File: src/rtl/cic_decimator.sv
// cic_decimator: 3-stage CIC decimating filter, decimation by 32, differential delay 1.
//   Integrators run at the input rate and the combs run at the output rate.
//   Each clock takes one signed DIN_W sample. Every R clocks the block registers
//   one signed DOUT_W result, which is the full-precision value truncated.
// Ports:
//   cic_clk   in   clock, also the input sample rate
//   cic_rstn  in   asynchronous active-low reset, clears all filter state
//   cic_din   in   signed input sample, taken on every rising edge
//   cic_dout  out  signed decimated output, registered, held between updates
module cic_decimator #(
  parameter int DIN_W  = 8,
  parameter int DOUT_W = 16,
  parameter int R      = 32,
  parameter int N      = 3,
  parameter int CNT_W  = 5,
  parameter int ACC_W  = DIN_W + N * CNT_W
) (
  input  logic                     cic_clk,
  input  logic                     cic_rstn,
  input  logic signed [DIN_W-1:0]  cic_din,
  output logic signed [DOUT_W-1:0] cic_dout
);

  localparam int SH = ACC_W - DOUT_W;  // LSBs dropped by output truncation

  logic [CNT_W-1:0]           samp_cnt, samp_cnt_d;
  logic                       strobe;
  logic [N-1:0][ACC_W-1:0]    integ_q, integ_d;
  logic [N-1:0][ACC_W-1:0]    dly_q;    // comb delay elements d1..dN
  logic [N-1:0][ACC_W-1:0]    comb_y;   // c0, y1 .. y(N-1); each feeds its delay
  logic                       borrow;
  logic [DOUT_W-1:0]          dout_d;

  assign strobe = (samp_cnt == CNT_W'(R - 1));

  always_comb begin
    logic [ACC_W-1:0] y;
    samp_cnt_d = samp_cnt + 1'b1;
    // Integrator arithmetic is modular. Wrap is harmless because the combs
    // difference the same wrapped values.
    integ_d[0] = integ_q[0] + {{(ACC_W-DIN_W){cic_din[DIN_W-1]}}, cic_din};
    for (int i = 1; i < N; i++) integ_d[i] = integ_q[i] + integ_q[i-1];
    y = integ_q[N-1];
    comb_y[0] = y;
    for (int j = 1; j < N; j++) begin
      y = y - dly_q[j-1];
      comb_y[j] = y;
    end
    // The last comb difference is computed only on the kept MSBs.
    // The borrow from the dropped LSBs keeps the result identical to
    // floor((a - b) / 2^SH), so no full-width result is ever formed.
    borrow = comb_y[N-1][SH-1:0] < dly_q[N-1][SH-1:0];
    dout_d = comb_y[N-1][ACC_W-1:SH] - dly_q[N-1][ACC_W-1:SH] - DOUT_W'(borrow);
  end

  always_ff @(posedge cic_clk or negedge cic_rstn) begin
    if (!cic_rstn) begin
      samp_cnt <= '0;
      integ_q  <= '0;
      dly_q    <= '0;
      cic_dout <= '0;
    end else begin
      samp_cnt <= samp_cnt_d;
      integ_q  <= integ_d;
      if (strobe) begin
        dly_q    <= comb_y;
        cic_dout <= dout_d;
      end
    end
  end

endmodule

File: config.mk
export PLATFORM = sky130hd
export DESIGN_NAME = cic_decimator
export DESIGN_NICKNAME = d
export VERILOG_FILES = /design/src/rtl/cic_decimator.sv
export SDC_FILE = /design/constraint.sdc
export NUM_CORES = 1
export LEC_CHECK = 0
export BUFFER_PORTS_ARGS = -buffer_cell sky130_fd_sc_hd__buf_2
export CORE_ASPECT_RATIO = 0.7
export CORE_MARGIN = 4
export CORE_UTILIZATION = 40
export DETAILED_ROUTE_END_ITERATION = 10
export PLACE_DENSITY_LB_ADDON = 0.25
export SLEW_MARGIN = 20
export SYNTH_ARGS = -nofsm -noshare
export SYNTH_HDL_FRONTEND = slang
export SYNTH_SLANG_ARGS = --single-unit
File: constraint.sdc
create_clock -name cic_clk -period 17.1 [get_ports cic_clk]
set_input_delay 3.42 -clock cic_clk [delete_from_list [all_inputs] [get_ports cic_clk]]
set_output_delay 3.42 -clock cic_clk [all_outputs]
set_load 0.01 [all_outputs]
# After elaboration in Yosys (flattened, before gate mapping)

Index checks and enable logic that the tools add are counted.

Word-level logic and storage cells: 18
Output and inout port bits: 16
Register bits after elaboration: 159

Order comparisons: 1
Add/subtract/negate cells: 8
Equal/unequal tests: 1

Operators by type and width:

| kind                | count |
|---|---|
| $add 23x23->23      | 3 |
| $sub 23x23->23      | 2 |
| $sub 16x1->16       | 1 |
| $sub 16x16->16      | 1 |
| $lt 7x7->1          | 1 |
| $add 5x1->5 const B | 1 |
| $eq 5x5->1 const B  | 1 |

# Depth between registers and ports, before layout

Gate-level depths: netlist of the first run.

Depth after elaboration: 4
Depth in mapped cells: 33
Mapped depth without buffers: 32

# Worst setup path after synthesis of the first run

Ideal clock, no wire load.

Path kind: flip-flop to flip-flop
Start point: register dly_q[0] in the netlist's numbering
End point: register cic_dout[15]
Data arrival time: 5.609 ns
Setup slack: 11.366 ns
Clock period less this slack: 5.734 ns
Path buffers: 1
Required time: 16.975 ns
Stages on the path, launching flop included: 31
Path through: dfrtp_1 > ha_1 > fa_1 > nand2b_1 > a21oi_1 > a311oi_1 > o21bai_1 > xor2_1 > ha_1 > buf_2 > a41o_1 > a211oi_1 > o21bai_1 > a221oi_4 > o21bai_1 > a21oi_1 > o21ai_0 > o211a_1 > o21a_1 > or2_2 > ha_1 > inv_1 > ha_1 > inv_1 > nor2_1 > nor2_1 > inv_1 > a21oi_1 > o21ai_0 > xnor3_1 > mux2_4

RTL lines:

| item                     | RTL line | RTL |
|---|---|---|
| start: declaration       | 29       | `logic [N-1:0][ACC_W-1:0] dly_q;` |
| start signal: assignment | 66       | `dly_q <= comb_y;` |
| end signal: assignment   | 67       | `cic_dout <= dout_d;` |
| end: declaration         | 21       | `output logic signed [DOUT_W-1:0] cic_dout` |

==> flow_summary.json, run 1 <==
{
  "viasPerCell": 5.12,
  "port_buffers": 25,
  "drive_above_1_share_pct": 7.69,
  "numCtsBuffers": 17,
  "slowest_stage": "o41ai_2",
  "cap_violations": 0,
  "synth-main-ff-cell": "dfrtp_1",
  "syn-cell-area_um2": 11200,
  "drt_first_pass_iters": 5,
  "cts-root-buf": "clkbuf_16",
  "synth_top_area_share_pct": 35.7,
  "finalWorstPathRequiredPeriod_ps": 6330,
  "vias": 8190,
  "grt_max_degree": 95,
  "ys_seq_area_share_pct": 35.7,
  "fmax_mhz": 158,
  "syn_to_final_growth_pct": 10.2,
  "worst_hold_path_type": "reg -> reg",
  "criticalPathCategory": "reg -> reg",
  "placed_area_um2": 11700,
  "dr.first_iter.drc_count": 444,
  "core_um2": 27100,
  "relSlewSlack_pct": 33.9,
  "initial_core_util_pct": 41.2,
  "clk_pin_slew_ps": 60,
  "nets": 1384,
  "clk_latency_ps": 440,
  "setup_violations": 0,
  "yosys_warnings": 0,
  "tightest_slew_ps": 985,
  "fp.dieArea_um2": 30700,
  "yosysTopAreaCell": "dfrtp_1",
  "core.rowCount": 50,
  "place.gp.congestion": 0.790,
  "rsz0062_at_grt": "false",
  "synth-edff-count": 0,
  "status": "completed",
  "postCtsSetupBuffers": 0,
  "ys_async_sr_fraction_pct": 100,
  "cts.sink_count": 159,
  "critPathTopFamily": "compound AO/OA/AOI/OAI gates",
  "die_h_um": 148,
  "ios": 26,
  "finalHoldViolCount": 0,
  "cp.arrival_ps": 6650,
  "grt_usage_pct": 14.7,
  "skew_ps": 9.35,
  "antennaDiodeCount": 0,
  "reg2reg_slack_ps": 10770,
  "synth_seq_cells": 159,
  "slowest_delay_ps": 440,
  "wl_per_cell_um": 13.5,
  "cts.path.max_buffers": 2,
  "tns_ps": 0,
  "yosys-top-cells-count": "dfrtp_1, ha_1, inv_1, nand2_1, o21ai_0",
  "critPathCaptureType": "register",
  "cp-start-kind": "register",
  "syn_inst": 1202,
  "drtAntennaViolNets": 0,
  "grt-ovfl-total": 0,
  "cts_tree": "yes",
  "cp.required_ps": 17420,
  "post_cts.resized_instances": 0,
  "drcViolationCount": 0,
  "critPathBufInv": 4,
  "synth_most_common_cell": "dfrtp_1",
  "fin_crit_sh_pct": 37.0,
  "hold_buffers": 0,
  "syn_nets": 1363,
  "fin_area_um2": 12300,
  "antenna_found_initial": 0,
  "yosys-top-cells-area": "dfrtp_1, ha_1, xnor2_1, o21ai_0, a21oi_1",
  "dpl.hpwl_mm": 15.8,
  "avgSynthCellArea_um2": 9.28,
  "synth_cell_types": 69,
  "grt_pass1_vias": 7888,
  "die-width_um": 208,
  "grt_first_pass_wirelength_mm": 38.3,
  "crit_fanout": 5,
  "wl_mm": 21.5,
  "cts_max_level": 4,
  "report.final.slew_viol_count": 0
}
per-stage QoR:
step | std cells | setup WS, ps | hold WS (ps) | utilization, %
floorplan | 1202 | 11370 | 422 | -
global placement | 1568 | 10910 | 440 | 43.1
detailed placement | 1568 | 10810 | 444 | 43.1
CTS | 1600 | 10780 | 454 | 45.4
global route | 1600 | 10080 | 466 | 45.4
finish | 1600 | 10770 | 448 | 45.4
sequential cells by signal, indices dropped and copies added (netlist names):
| name | count |
|---|---|
| dly_q | 69 |
| integ_q | 46 |
| samp_cnt | 5 |
| comb_y | 23 |
| cic_dout | 16 |
final cells by class:
cell class	instances	area [um^2]
Clock buffer	20	467
Fill cell	2570	14800
Clock inverter	12	155
Inverter	115	432
Multi-Input combinational cell	903	6660
Timing Repair Buffer	27	146
Tap cell	364	455
Sequential cell	159	3980
worst register-to-register path: cells and delay by family (launching register included):
kind | cells | cell delay (ps)
AO/OA/AOI/OAI | 17 | 3240
adder cells (fa/ha/maj) | 4 | 1130
AND/OR/NAND/NOR | 5 | 760
flip-flops | 1 | 370
buffers and inverters | 4 | 260
multiplexers | 1 | 260
XOR/XNOR | 1 | 200
kinds of logic after synthesis:
group	share of synthesized area (%)
muxes	2.23
xor gates and xnor gates	8.98
DFF	35.7
AOI/OAI and AO/OA	18.8
buffers and inverters	4.73
and+or+nand+nor	12.2
adders and majority gates	17.4
worst paths after layout:
| check | startpoint | to | cells after the start |
|---|---|---|---|
| hold reg to reg | samp_cnt[0]$_DFF_PN0_ | samp_cnt[0]$_DFF_PN0_ | 1 |
| max in group asynchronous | cic_rstn | dly_q[41]$_DFFE_PN0N_ | 2 |
| hold / removal | samp_cnt[0]$_DFF_PN0_ | samp_cnt[0]$_DFF_PN0_ | 1 |
| setup reg to reg | dly_q[1]$_DFFE_PN0N_ | cic_dout[15]$_DFFE_PN0N_ | 32 |
| setup / recovery | dly_q[1]$_DFFE_PN0N_ | cic_dout[15]$_DFFE_PN0N_ | 32 |
| min in group asynchronous | cic_rstn | integ_q[3]$_DFF_PN0_ | 1 |
cells in the final DEF (no fill, tap or decap), types with 19 or more instances in the layout:
cell type / n
a21o_1: 45
dfrtp_1: 159
o21ai_0: 98
nand2b_1: 20
xnor2_1: 86
nor2_1: 70
xor2_1: 24
nand2_1: 98
mux2_2: 19
buf_2: 24
inv_1: 114
ha_1: 143
a21oi_1: 90
metal layers:
layer	share of wire (%)	vias to the layer above	track usage, %
met4	0.99	0	3.48
met5	0	-	0
met3	2.6	15	3.01
met1	56	3863	22.5
li1	-	4241	-
met2	40	71	21.1
Power of run 1 is left out: the tool's default activity adds up to more than one toggle a clock period on the data nets, which glitch-free logic cannot reach.
==> run 2: changes to the inputs <==
--- a/config.mk
+++ b/config.mk
@@ -5,6 +5,7 @@
 export SDC_FILE = /design/constraint.sdc
 export NUM_CORES = 1
 export LEC_CHECK = 0
+export ABC_AREA = 1
 export BUFFER_PORTS_ARGS = -buffer_cell sky130_fd_sc_hd__buf_2
 export CORE_ASPECT_RATIO = 0.7
 export CORE_MARGIN = 4
==> constraint.sdc (replaced) <==
create_clock -name cic_clk -period 5.97 [get_ports cic_clk]
set_input_delay 1.194 -clock cic_clk [delete_from_list [all_inputs] [get_ports cic_clk]]
set_output_delay 1.194 -clock cic_clk [all_outputs]
set_load 0.01 [all_outputs]
==> run 2 against run 1 <==
Compared with the run above:
- sequential share of layout area is 1.7 points lower
- area after synthesis is 5.2% higher
- global-route usage is 2.9 points higher
- worst setup slack worse by 10000 ps
- core utilization is 0.49 points lower
- design area is 5.5% higher
- critical path depth is 4 lower
- largest cell class unchanged
- sequential cell count stayed put
- via count is 16% higher
==> flow_summary.json, run 2 <==
{
  "met3RoutedLength_mm": 1.59,
  "postCtsSetupBuffers": 0,
  "die_h_um": 151,
  "status": "completed",
  "dp_slack_ps": 401,
  "nets": 1651,
  "wl_mm": 27.5,
  "grt_first_pass_wirelength_mm": 45.6,
  "syn_nets": 1619,
  "relSlewSlack_pct": 43.5,
  "crit_fanout": 4,
  "fmax_mhz": 184,
  "cts-root-buf": "clkbuf_16",
  "fin_crit_sh_pct": 91.2,
  "highest_layer": "met4",
  "rsz0062_at_grt": "false",
  "drtAntennaViolNets": 0,
  "critPathBufInv": 2,
  "report.final.slew_viol_count": 0,
  "final_cell_mix": "nand2_1, inv_1, dfrtp_1",
  "synth_top_area_share_pct": 33.9,
  "wl_met1_mm": 15.4,
  "cts.path.max_buffers": 2,
  "largest_register": "dly_q",
  "cp.arrival_ps": 5790,
  "cpMostUsedCell": "nand2_1",
  "clk_pin_slew_ps": 60,
  "dr.first_iter.drc_count": 726,
  "drive_above_1_share_pct": 8.46,
  "dpl.hpwl_mm": 21.4,
  "worst_hold_path_type": "reg -> reg",
  "port_buffers": 25,
  "yosysTopAreaCell": "dfrtp_1",
  "cts_max_level": 4,
  "skew_ps": 9.64,
  "cp.required_ps": 6320,
  "tns_ps": 0,
  "mostFrequentLayoutCell": "nand2_1",
  "criticalPathCategory": "reg -> reg",
  "yosys-top-cells-area": "dfrtp_1, ha_1, nand2_1, inv_1, a21oi_1",
  "cap_violations": 0,
  "syn-cell-area_um2": 11700,
  "synth-edff-count": 0,
  "place.gp.congestion": 0.902,
  "initial_core_util_pct": 40.6,
  "ios": 26,
  "cp-start-kind": "register",
  "setup_violations": 0,
  "core_um2": 28900,
  "antennaDiodeCount": 0,
  "critPathTopFamily": "adder cells",
  "grt_usage_pct": 17.5,
  "viasPerCell": 5.05,
  "clk_latency_ps": 430,
  "drt_first_pass_iters": 5,
  "wl_met2_mm": 10.3,
  "cts_tree": "yes",
  "syn_inst": 1458,
  "numCtsBuffers": 17,
  "synth_most_common_cell": "nand2_1",
  "syn_to_final_growth_pct": 10.5,
  "fp.dieArea_um2": 32200,
  "slowest_delay_ps": 450,
  "core.rowCount": 52,
  "slowest_stage": "fa_1",
  "hold_slack_ps": 463,
  "yosys-top-cells-count": "nand2_1, inv_1, dfrtp_1, ha_1, a21oi_1",
  "finalWorstSetupSlack_ps": 528,
  "ys_seq_area_share_pct": 33.9,
  "synth-main-ff-cell": "dfrtp_1",
  "synth_cell_types": 43,
  "grt_max_degree": 87,
  "avgSynthCellArea_um2": 8.05,
  "grt_pass1_vias": 8985,
  "finalHoldViolCount": 0,
  "critPathCaptureType": "register",
  "ys_async_sr_fraction_pct": 100,
  "synth_seq_cells": 159,
  "antenna_found_initial": 0,
  "tightest_slew_ps": 847,
  "yosys_warnings": 0,
  "drcViolationCount": 0,
  "vias": 9490,
  "finalWorstPathRequiredPeriod_ps": 5440,
  "wl_per_cell_um": 14.6,
  "final.fill_count": 2866,
  "die-width_um": 213,
  "largest_reg_flops": 69,
  "grt-ovfl-total": 0,
  "cts.sink_count": 159
}
[run 2: changes by cell type after synthesis, moves of 34 or more]
cell     change
nand2_1    +217
inv_1       +68
xnor2_1     -45
xor2_1      +42
a21oi_1     +34
[run 2: cell families after synthesis]
kind of cell               count (synthesis)  synth area share, %
AOI/OAI and AO/OA                        333                 16.3
xor gates and xnor gates                 110                 8.40
adders and majority gates                151                 16.5
buffers and inverters                    203                 6.51
DFF                                      159                 33.9
and+or+nand+nor                          502                 18.3
[run 2: repair_timing]
item	CTS	global route
resized for setup	0	2
hold buffers	0	0
setup endpoints to repair	0	2
[run 2: area by class of cell]
type	instances	area, um^2	share of cell area (%)
well taps	378	473	3.65
multi-input cells	1096	7020	54.1
clock buffers	22	474	3.66
repair buffers	31	176	1.36
flip-flops and latches	159	3980	30.7
inverters	185	694	5.35
clock inverters	9	158	1.22
[run 2: final timing paths]
check / from / endpoint / slack, ps / cells past startpoint
min in group asynchronous: cic_rstn / dly_q[49]$_DFFE_PN0N_ / 830 / 1
hold / removal: samp_cnt[0]$_DFF_PN0_ / samp_cnt[0]$_DFF_PN0_ / 460 / 1
max in group asynchronous: cic_rstn / dly_q[20]$_DFFE_PN0N_ / 3850 / 2
setup reg to reg: comb_y[0]$_DFF_PN0_ / cic_dout[12]$_DFFE_PN0N_ / 530 / 28
setup / recovery: comb_y[0]$_DFF_PN0_ / cic_dout[12]$_DFFE_PN0N_ / 530 / 28
hold reg to reg: samp_cnt[0]$_DFF_PN0_ / samp_cnt[0]$_DFF_PN0_ / 460 / 1
[run 2: per-layer routing]
layer / track usage, % / up-vias
met5: 0 / -
met4: 2.96 / 0
met3: 4.39 / 12
met2: 23.4 / 161
met1: 28.4 / 4386
li1: - / 4931
[run 2: through the flow]
step	std cells	utilization [%]	area [um^2]
floorplan	1458	-	11700
CTS	1880	44.9	13000
detailed placement	1849	42.7	12300
global route	1880	44.9	13000
finish	1880	44.9	13000
global placement	1849	42.7	12300
Power of run 2 is left out for the same reason.
